===== config.mk =====
export PLATFORM = sky130hd
export DESIGN_NAME = mult_ctrl
export DESIGN_NICKNAME = d
export VERILOG_FILES = /design/src/rtl/mult_ctrl.sv
export SDC_FILE = /design/constraint.sdc
export NUM_CORES = 1
export LEC_CHECK = 0
export BUFFER_PORTS_ARGS = -buffer_cell sky130_fd_sc_hd__buf_2
export CAP_MARGIN = 30
export CORE_ASPECT_RATIO = 1.2
export CORE_MARGIN = 3
export CORE_UTILIZATION = 40
export CTS_BUF_LIST = sky130_fd_sc_hd__clkbuf_16
export DETAILED_ROUTE_END_ITERATION = 6
export PLACE_DENSITY_LB_ADDON = 0.2
export SLEW_MARGIN = 0
export SYNTH_ARGS = -nofsm -noshare
export SYNTH_HDL_FRONTEND = slang
export SYNTH_SLANG_ARGS = --single-unit

===== constraint.sdc =====
create_clock -name clk -period 5.2 [get_ports clk]
set_clock_uncertainty 0.2 [all_clocks]
set_input_delay 1.56 -clock clk [delete_from_list [all_inputs] [get_ports clk]]
set_output_delay 1.56 -clock clk [all_outputs]
set_load 0.005 [all_outputs]

===== src/rtl/mult_ctrl.sv =====
// Sequencing controller for the two-stage multiplier core: issues operands, captures the
// product one cycle later, performs the MADD/MSUB accumulate and owns the HI/LO registers.
module mult_ctrl (
  input  logic        clk,
  input  logic        rstn,
  input  logic        in_valid,
  output logic        in_ready,
  input  logic [2:0]  in_op,
  input  logic [31:0] in_src1,
  input  logic [31:0] in_src2,
  input  logic        flush,
  output logic [31:0] mc_op1,
  output logic [31:0] mc_op2,
  output logic        mc_sign_en,
  input  logic [63:0] mc_out,
  output logic        out_valid,
  input  logic        out_ready,
  output logic [31:0] out_data,
  output logic [31:0] hi,
  output logic [31:0] lo,
  output logic [1:0]  dbg_state_o
);

  // Handshakes: a transfer happens on a rising edge where valid and ready are both high;
  // out_valid/out_data stay stable until out_ready, and in_ready never depends on in_valid.

  localparam logic [2:0] OP_MULT  = 3'b000;
  localparam logic [2:0] OP_MULTU = 3'b001;
  localparam logic [2:0] OP_MUL   = 3'b010;
  localparam logic [2:0] OP_MADD  = 3'b011;
  localparam logic [2:0] OP_MADDU = 3'b100;
  localparam logic [2:0] OP_MSUB  = 3'b101;
  localparam logic [2:0] OP_MSUBU = 3'b110;
  localparam logic [2:0] OP_NOP   = 3'b111;

  typedef enum logic [1:0] {
    S_IDLE = 2'd0,
    S_CALC = 2'd1,
    S_ACC  = 2'd2,
    S_DONE = 2'd3
  } state_e;

  state_e      state_q, state_d;
  logic [2:0]  op_q, op_d;
  logic [63:0] prod_q, prod_d;
  logic [63:0] hilo_q, hilo_d;
  logic        out_valid_q, out_valid_d;
  logic [31:0] out_data_q, out_data_d;
  logic        issue;
  logic [63:0] acc_sum;

  // The core registers every cycle, so operands are passed straight through.
  assign mc_op1     = in_src1;
  assign mc_op2     = in_src2;
  assign mc_sign_en = (in_op == OP_MULT) || (in_op == OP_MUL) ||
                      (in_op == OP_MADD) || (in_op == OP_MSUB);

  assign in_ready = ((state_q == S_IDLE) || ((state_q == S_DONE) && out_ready)) && !flush;
  assign issue    = in_valid && in_ready;

  assign acc_sum = ((op_q == OP_MSUB) || (op_q == OP_MSUBU)) ? (hilo_q - prod_q)
                                                             : (hilo_q + prod_q);

  always_comb begin
    state_d     = state_q;
    op_d        = op_q;
    prod_d      = prod_q;
    hilo_d      = hilo_q;
    out_valid_d = out_valid_q;
    out_data_d  = out_data_q;
    case (state_q)
      S_IDLE: begin
        if (issue) begin
          state_d = S_CALC;
          op_d    = in_op;
        end
      end
      S_CALC: begin
        prod_d = mc_out;
        case (op_q)
          OP_MULT, OP_MULTU: begin
            hilo_d      = mc_out;
            out_data_d  = mc_out[31:0];
            out_valid_d = 1'b1;
            state_d     = S_DONE;
          end
          OP_MUL: begin
            out_data_d  = mc_out[31:0];
            out_valid_d = 1'b1;
            state_d     = S_DONE;
          end
          OP_NOP: begin
            out_data_d  = 32'd0;
            out_valid_d = 1'b1;
            state_d     = S_DONE;
          end
          default: state_d = S_ACC;
        endcase
      end
      S_ACC: begin
        hilo_d      = acc_sum;
        out_data_d  = acc_sum[31:0];
        out_valid_d = 1'b1;
        state_d     = S_DONE;
      end
      S_DONE: begin
        if (out_ready) begin
          out_valid_d = 1'b0;
          if (issue) begin
            state_d = S_CALC;
            op_d    = in_op;
          end else begin
            state_d = S_IDLE;
          end
        end
      end
      default: state_d = S_IDLE;
    endcase
    // Flush wins over everything: abandon the op and drop any HI/LO write this cycle.
    if (flush) begin
      state_d     = S_IDLE;
      op_d        = op_q;
      hilo_d      = hilo_q;
      out_valid_d = 1'b0;
    end
  end

  always_ff @(posedge clk or negedge rstn) begin
    if (!rstn) begin
      state_q     <= S_IDLE;
      op_q        <= OP_NOP;
      prod_q      <= 64'd0;
      hilo_q      <= 64'd0;
      out_valid_q <= 1'b0;
      out_data_q  <= 32'd0;
    end else begin
      state_q     <= state_d;
      op_q        <= op_d;
      prod_q      <= prod_d;
      hilo_q      <= hilo_d;
      out_valid_q <= out_valid_d;
      out_data_q  <= out_data_d;
    end
  end

  assign out_valid   = out_valid_q;
  assign out_data    = out_data_q;
  assign hi          = hilo_q[63:32];
  assign lo          = hilo_q[31:0];
  assign dbg_state_o = state_q;

endmodule


==> metrics.txt, run 1 <==
GRT Resource Usage Total=0.2398; Worst Tran Pin Value=0.8087 ns; Clock Latency Late Sink=0.45 ns; simple-gate portion of the synthesized area=0.1500; dominant synthesized flop cell=dfrtp_1; clk sinks=~170; mux share of post-synthesis cell area=0.06516; Final Hold Viols=0; sequential fraction of the synthesis area=0.3242; initial antenna violation count=0; met2 global-route usage=0.4034; status=finished, final reports clean; XOR/XNOR Fraction of Synth Area=0.08467; DIE HEIGHT=202.2 µm; final-report max-slew violation count=0; # placed instances=about 2,000; Slew headroom=0.4609; clock-pin slew on the worst setup and hold paths=approximately 0.070 ns; Crit path max-delay family=simple AND/OR/NAND/NOR gates; kind of start point of the critical path=flip-flop; I/O Buffers=172; Compound-Gate Fraction of Synth Area=0.2343; Area Overhead vs Synth=13.33%; initial core utilization=0.4079; max-cap violations=0; period utilization=0.9505; Top Usage Layer GRT=met2; top cells by area in the synthesized netlist=dfrtp_1 32%, a21oi_1 7.0%, ha_1 6.6%; DRT Wirelength=between 40 and 50 mm; first-pass GRT wire length=approximately 65 mm; Cells after Synth=1,516; # setup viols final=0; CTS tree=built; CP arrival=5.04 ns; asr flop ratio synth=1.000; syn nets=1,721; CTS H-Tree Depth=4; n_diodes=0; Crit path largest cell delay=0.40 ns; Post-synth top cells=180 x a21oi_1, 163 x dfrtp_1, 152 x nand2_1, 122 x nor2_1, 96 x o21ai_0; min cycle time layout=4.943 ns; DR pass1 iterations=5; EDFF count, synth=0; met3 Track Usage GR=0.03189; io pins=301; Final #Nets=~1,800; GRT met1 Usage=0.3193; initial drt markers=757; CP max FO=4; Crit. End Element=flip-flop; post-synth top area share=0.3180; largest net degree at the start of global routing=71; Layout Cells excl Fill=2,030; worst hold-check path type=flip-flop to flip-flop; post-detailed-route count of antenna-violating nets=0; Yosys warning count=0; Die Wd=169.5 µm; final HPWL from detailed placement=about 31 mm; DR WL/cell=20.46 µm; cell taking the most area after synthesis=dfrtp_1; synthesized-area fraction occupied by adder cells=0.06790; GPL Wtd Cong=0.9610; FP Rows=71; fillers=between 3,000 and 4,000; most frequent cell after synthesis=a21oi_1; Max Clock Freq=202.3 MHz; worst-path cell chain=inv_1 -> ha_1 -> nor2b_2 -> nand3_1 -> or2_2 -> nor2_2 -> nand2_1 -> or3_1 -> nand2_1 -> xor2_1 -> ha_1 -> and2_1 -> and3_1 -> a211oi_2 -> a31oi_1 -> a311o_1 -> a41oi_2 -> buf_4 -> o211ai_1 -> o22ai_1 -> xnor2_1 -> o221ai_1; Worst path slowest cell=dfrtp_1; Critical Path RT=5.29 ns; largest family of logic cells by synthesized area=compound AO/OA/AOI/OAI gates; routed vias=about 12,000; # DRC=0; buffers and inverters on the worst path=2; Post-Syn Area=roughly 13,000 µm²; root buffer cell=clkbuf_16; Mapped Avg Cell Area=8.460 µm²; Setup Crit Path Kind=flip-flop to flip-flop; Seq cells post-synth=166; deepest clock path buffer count=2; TritonCTS Buffers=17; CORE AREA=31,450 µm²; vias in the first global route=11,400; layout cells sized above 1=0.2198; GRT Residual Overflow=0; die area=34,260 µm²; Post-CTS Hold Buffers=0; Netlist cell types=75; DR vias/cell=5.720
-- kinds of logic (layout without fill, tap and decap cells) --
group                    count (synthesis)  in the layout
AO/OA/AOI/OAI                          492            492
XOR/XNOR                               124            124
adder cells (fa/ha/maj)                 69             69
buffers and inverters                  175            288
flip-flops                             166            166
multiplexers                            76             76
AND/OR/NAND/NOR                        414            414
-- placed cells by master, fill, tap and decap left out, drive strengths merged, types with 10 or more instances in the layout --
| master | netlist | layout |
|---|---|---|
| o21bai | 12 | 12 |
| mux2i | 16 | 16 |
| a21o | 56 | 56 |
| clkbuf | 72 | 17 |
| a21oi | 180 | 180 |
| a31oi | 31 | 31 |
| xnor2 | 67 | 67 |
| or3 | 12 | 12 |
| a22oi | 15 | 15 |
| buf | 73 | 226 |
| nand2 | 153 | 153 |
| mux2 | 60 | 60 |
| nor4 | 12 | 12 |
| o31ai | 17 | 17 |
| inv | 29 | 31 |
| dfrtp | 163 | 163 |
| clkinv | 1 | 10 |
| nor2 | 123 | 123 |
| nand3 | 23 | 23 |
| o21ai | 98 | 98 |
| and3 | 14 | 14 |
| o22ai | 24 | 24 |
| ha | 68 | 68 |
| xor2 | 57 | 57 |
| nor3 | 15 | 15 |
| nand4 | 17 | 17 |
| nor2b | 15 | 15 |
-- through the flow --
step / setup slack, ns / area (µm²) / hold WS [ns] / TNS (ns) / util
2_1_floorplan: 0.2864 / 12830 / 0.2733 / 0 / -
3_3_place_gp: 0.1083 / 13850 / 0.2582 / 0 / 0.4403
3_5_place_dp: 0.08445 / 13870 / 0.2651 / 0 / 0.4412
4_1_cts: 0.06002 / 14460 / 0.2810 / 0 / 0.4597
5_1_grt: -0.01974 / 14540 / 0.3011 / -0.02881 / 0.4622
6_report: 0.2574 / 14540 / 0.2737 / 0 / 0.4622
-- registers in the layout, indices dropped and copies added, names as in the netlist --
register / count
prod_q: 64
dbg_state_o: 2
op_q: 3
out_valid: 1
out_data: 32
hilo_q: 64
-- worst min-delay path, stage by stage, from the launching register on --
cell and delay (ns):
dfrtp_1 0.34, nand2_1 0.04, o21ai_0 0.06
-- path summary, 6_finish.rpt --
path / endpoint / startpoint / slack (ns) / depth (start not counted)
min reg2reg: out_data[25]$_DFFE_PN0P_ / out_data[25]$_DFFE_PN0P_ / 0.27 / 2
max in group asynchronous: out_data[15]$_DFFE_PN0P_ / rstn / 2.95 / 2
max: hilo_q[57]$_DFFE_PN0P_ / prod_q[0]$_DFFE_PN0P_ / 0.26 / 22
max reg2reg: hilo_q[57]$_DFFE_PN0P_ / prod_q[0]$_DFFE_PN0P_ / 0.26 / 22
min in group asynchronous: prod_q[37]$_DFFE_PN0P_ / rstn / 0.94 / 1
min: out_data[25]$_DFFE_PN0P_ / out_data[25]$_DFFE_PN0P_ / 0.27 / 2
-- routing by layer --
metal	vias to the layer above	share of wire
met5	-	0
met4	0	0.026
met3	56	0.045
met2	334	0.49
met1	5615	0.44
li1	5606	-
-- repair_timing --
| item | 4_1_cts | 5_1_grt |
|---|---|---|
| setup buffers | 0 | 1 |
| endpoints found under the hold margin | 0 | 0 |
| gates resized for setup | 0 | 16 |
| setup endpoints to repair | 0 | 17 |
-- cell type report --
| type | instances | area (µm²) | share of cell area |
|---|---|---|---|
| clock inverters | 15 | 156.4 | 0.01076 |
| multi-input cells | 1175 | 7864 | 0.5410 |
| repair buffers | 226 | 1318 | 0.09064 |
| well taps | 401 | 501.7 | 0.03452 |
| inverters | 30 | 112.6 | 0.007747 |
| flip-flops and latches | 166 | 4158 | 0.2860 |
| clock buffers | 17 | 425.4 | 0.02927 |
Power of run 1 is not shown: default switching activity piles up to over one toggle a cycle in this logic, so the estimate is an artifact.
==> inputs of run 2 (changes only) <==
--- a/config.mk
+++ b/config.mk
@@ -5,7 +5,7 @@
 export SDC_FILE = /design/constraint.sdc
 export NUM_CORES = 1
 export LEC_CHECK = 0
-export BUFFER_PORTS_ARGS = -buffer_cell sky130_fd_sc_hd__buf_2
+export BUFFER_PORTS_ARGS = -buffer_cell sky130_fd_sc_hd__buf_4
 export CAP_MARGIN = 30
 export CORE_ASPECT_RATIO = 1.2
 export CORE_MARGIN = 3
==> run 2 against run 1 <==
Routed wire length grew 0.18%. Register-to-register slack gained 0.04 ns. Via count up 0.68%. Cell count up 0.39%. Maximum frequency up 0.82%. Critical endpoint is now hilo_q[60]$_DFFE_PN0P_.
==> metrics.txt, run 2 (synthesis gave the netlist of run 1 again) <==
I/O Buffers=between 150 and 200; GRT Resource Usage Total=0.2421; CP max FO=7; kind of start point of the critical path=flip-flop; CTS tree=built; CORE AREA=31,450 µm²; worst hold-check path type=flip-flop to flip-flop; Max Clock Freq=about 200 MHz; Layout Cells excl Fill=2,038; Critical Path RT=5.33 ns; clk sinks=~170; status=finished, final reports clean; Final Hold Viols=0; worst-path cell chain=or3_1 -> or3_4 -> or4_4 -> nor2_4 -> a21oi_1 -> xnor2_1 -> ha_1 -> a21o_1 -> a21o_1 -> a21oi_1 -> o221ai_1 -> a22oi_1 -> a211oi_2 -> a211o_1 -> o21ai_0 -> xor2_1 -> a21oi_1; clock-pin slew on the worst setup and hold paths=~0.080 ns; initial drt markers=783; final-report max-slew violation count=0; routed vias=11,690; io pins=about 300; DIE HEIGHT=202.2 µm; # setup viols final=0; fillers=3,106; commonest non-fill, non-tap cell in the layout=buf_4; # placed instances=2,006; Area Overhead vs Synth=17.27%; post-detailed-route count of antenna-violating nets=0; Slew headroom=0.4356; layout cells sized above 1=0.2279; initial antenna violation count=0; die area=around 34,000 µm²; commonest cells after routing, fill and taps aside=231 x buf_4, 177 x a21oi_1, 163 x dfrtp_1, 150 x nand2_1, 121 x nor2_1; first-pass GRT wire length=between 60 and 70 mm; DR pass1 iterations=5; final HPWL from detailed placement=31.48 mm; period utilization=0.9428; Crit path max-delay family=compound AO/OA/AOI/OAI gates; Setup Crit Path Kind=flip-flop to flip-flop; buffers and inverters on the worst path=0; TritonCTS Buffers=17; max-cap violations=0; Finished Core Util=0.4783; vias in the first global route=between 10,000 and 15,000; Post-CTS Hold Buffers=0; RSZ-0062 raised after global routing=true; Final #Nets=1,829; root buffer cell=clkbuf_16; DR vias/cell=5.736; DR WL/cell=approximately 20 µm; min cycle time layout=4.902 ns; crit-path most repeated cell=a21oi_1; FP Rows=71; deepest clock path buffer count=2; Worst path slowest cell=or4_4; initial core utilization=0.4079; setup TNS=0 ns; DRT Wirelength=41.60 mm; Crit path largest cell delay=0.45 ns; Worst Tran Pin Value=0.8435 ns; # DRC=0; largest net degree at the start of global routing=69; GRT Residual Overflow=0; CTS H-Tree Depth=4; Clock Latency Late Sink=between 0.4 and 0.5 ns; Die Wd=169.5 µm; CP arrival=between 5 and 6 ns; n_diodes=0; GPL Wtd Cong=between 0.8 and 0.9; Crit. End Element=flip-flop
-- run 2: cell types whose count changed in the layout (fill, tap and decap cells not counted), sizes merged --
cell / change
clkinv: -5
bufinv: -2
buf: +8
inv: +8
clkinvlp: -1
-- run 2: worst register-to-register path: stages, from the launching register on --
cell and delay (ns):
dfrtp_1 0.43, or3_1 0.39, or3_4 0.37, or4_4 0.45, nor2_4 0.17, a21oi_1 0.19, xnor2_1 0.21, ha_1 0.39
a21o_1 0.21, a21o_1 0.19, a21oi_1 0.16, o221ai_1 0.18, a22oi_1 0.33, a211oi_2 0.13, a211o_1 0.34, o21ai_0 0.22
xor2_1 0.16, a21oi_1 0.08
-- run 2: per-stage QoR --
step | hold WS [ns] | setup slack, ns | area [µm²]
finish | 0.2828 | 0.2976 | 15040
global placement | 0.2669 | 0.1779 | 14330
global route | 0.3015 | 0.003319 | 15040
CTS | 0.2892 | 0.01590 | 14930
detailed placement | 0.2706 | 0.06465 | 14350
floorplan | 0.2733 | 0.2864 | 12830
-- run 2: area by class of cell --
| class | instances | area, µm² | share of cell area |
|---|---|---|---|
| Multi-Input combinational cell | 1175 | 7903 | 0.5254 |
| Sequential cell | 166 | 4158 | 0.2764 |
| Timing Repair Buffer | 234 | 1785 | 0.1187 |
| Tap cell | 401 | 501.7 | 0.03336 |
| Clock buffer | 17 | 425.4 | 0.02828 |
| Clock inverter | 15 | 155.1 | 0.01032 |
| Inverter | 30 | 112.6 | 0.007487 |
-- run 2: worst paths after layout --
path | start | endpoint | slack, ns | depth (start not counted)
setup / recovery | prod_q[28]$_DFFE_PN0P_ | hilo_q[60]$_DFFE_PN0P_ | 0.30 | 17
hold / removal | out_data[24]$_DFFE_PN0P_ | out_data[24]$_DFFE_PN0P_ | 0.28 | 2
setup reg to reg | prod_q[28]$_DFFE_PN0P_ | hilo_q[60]$_DFFE_PN0P_ | 0.30 | 17
hold reg to reg | out_data[24]$_DFFE_PN0P_ | out_data[24]$_DFFE_PN0P_ | 0.28 | 2
max in group asynchronous | rstn | op_q[0]$_DFFE_PN1P_ | 2.90 | 2
min in group asynchronous | rstn | prod_q[39]$_DFFE_PN0P_ | 0.91 | 1
-- run 2: metal layers --
layer | up-vias | GRT usage | share of wire
li1 | 5621 | - | -
met1 | 5671 | 0.3144 | 0.44
met2 | 332 | 0.4103 | 0.49
met3 | 66 | 0.03599 | 0.045
met4 | 0 | 0.08533 | 0.027
met5 | - | 0 | 0
-- run 2: timing repair --
action | in CTS | in global routing
endpoints found under the hold margin | 0 | 0
setup endpoints to repair | 0 | 28
setup buffers | 0 | 0
resized for setup | 0 | 25
Power of run 2 is left out for the same reason.
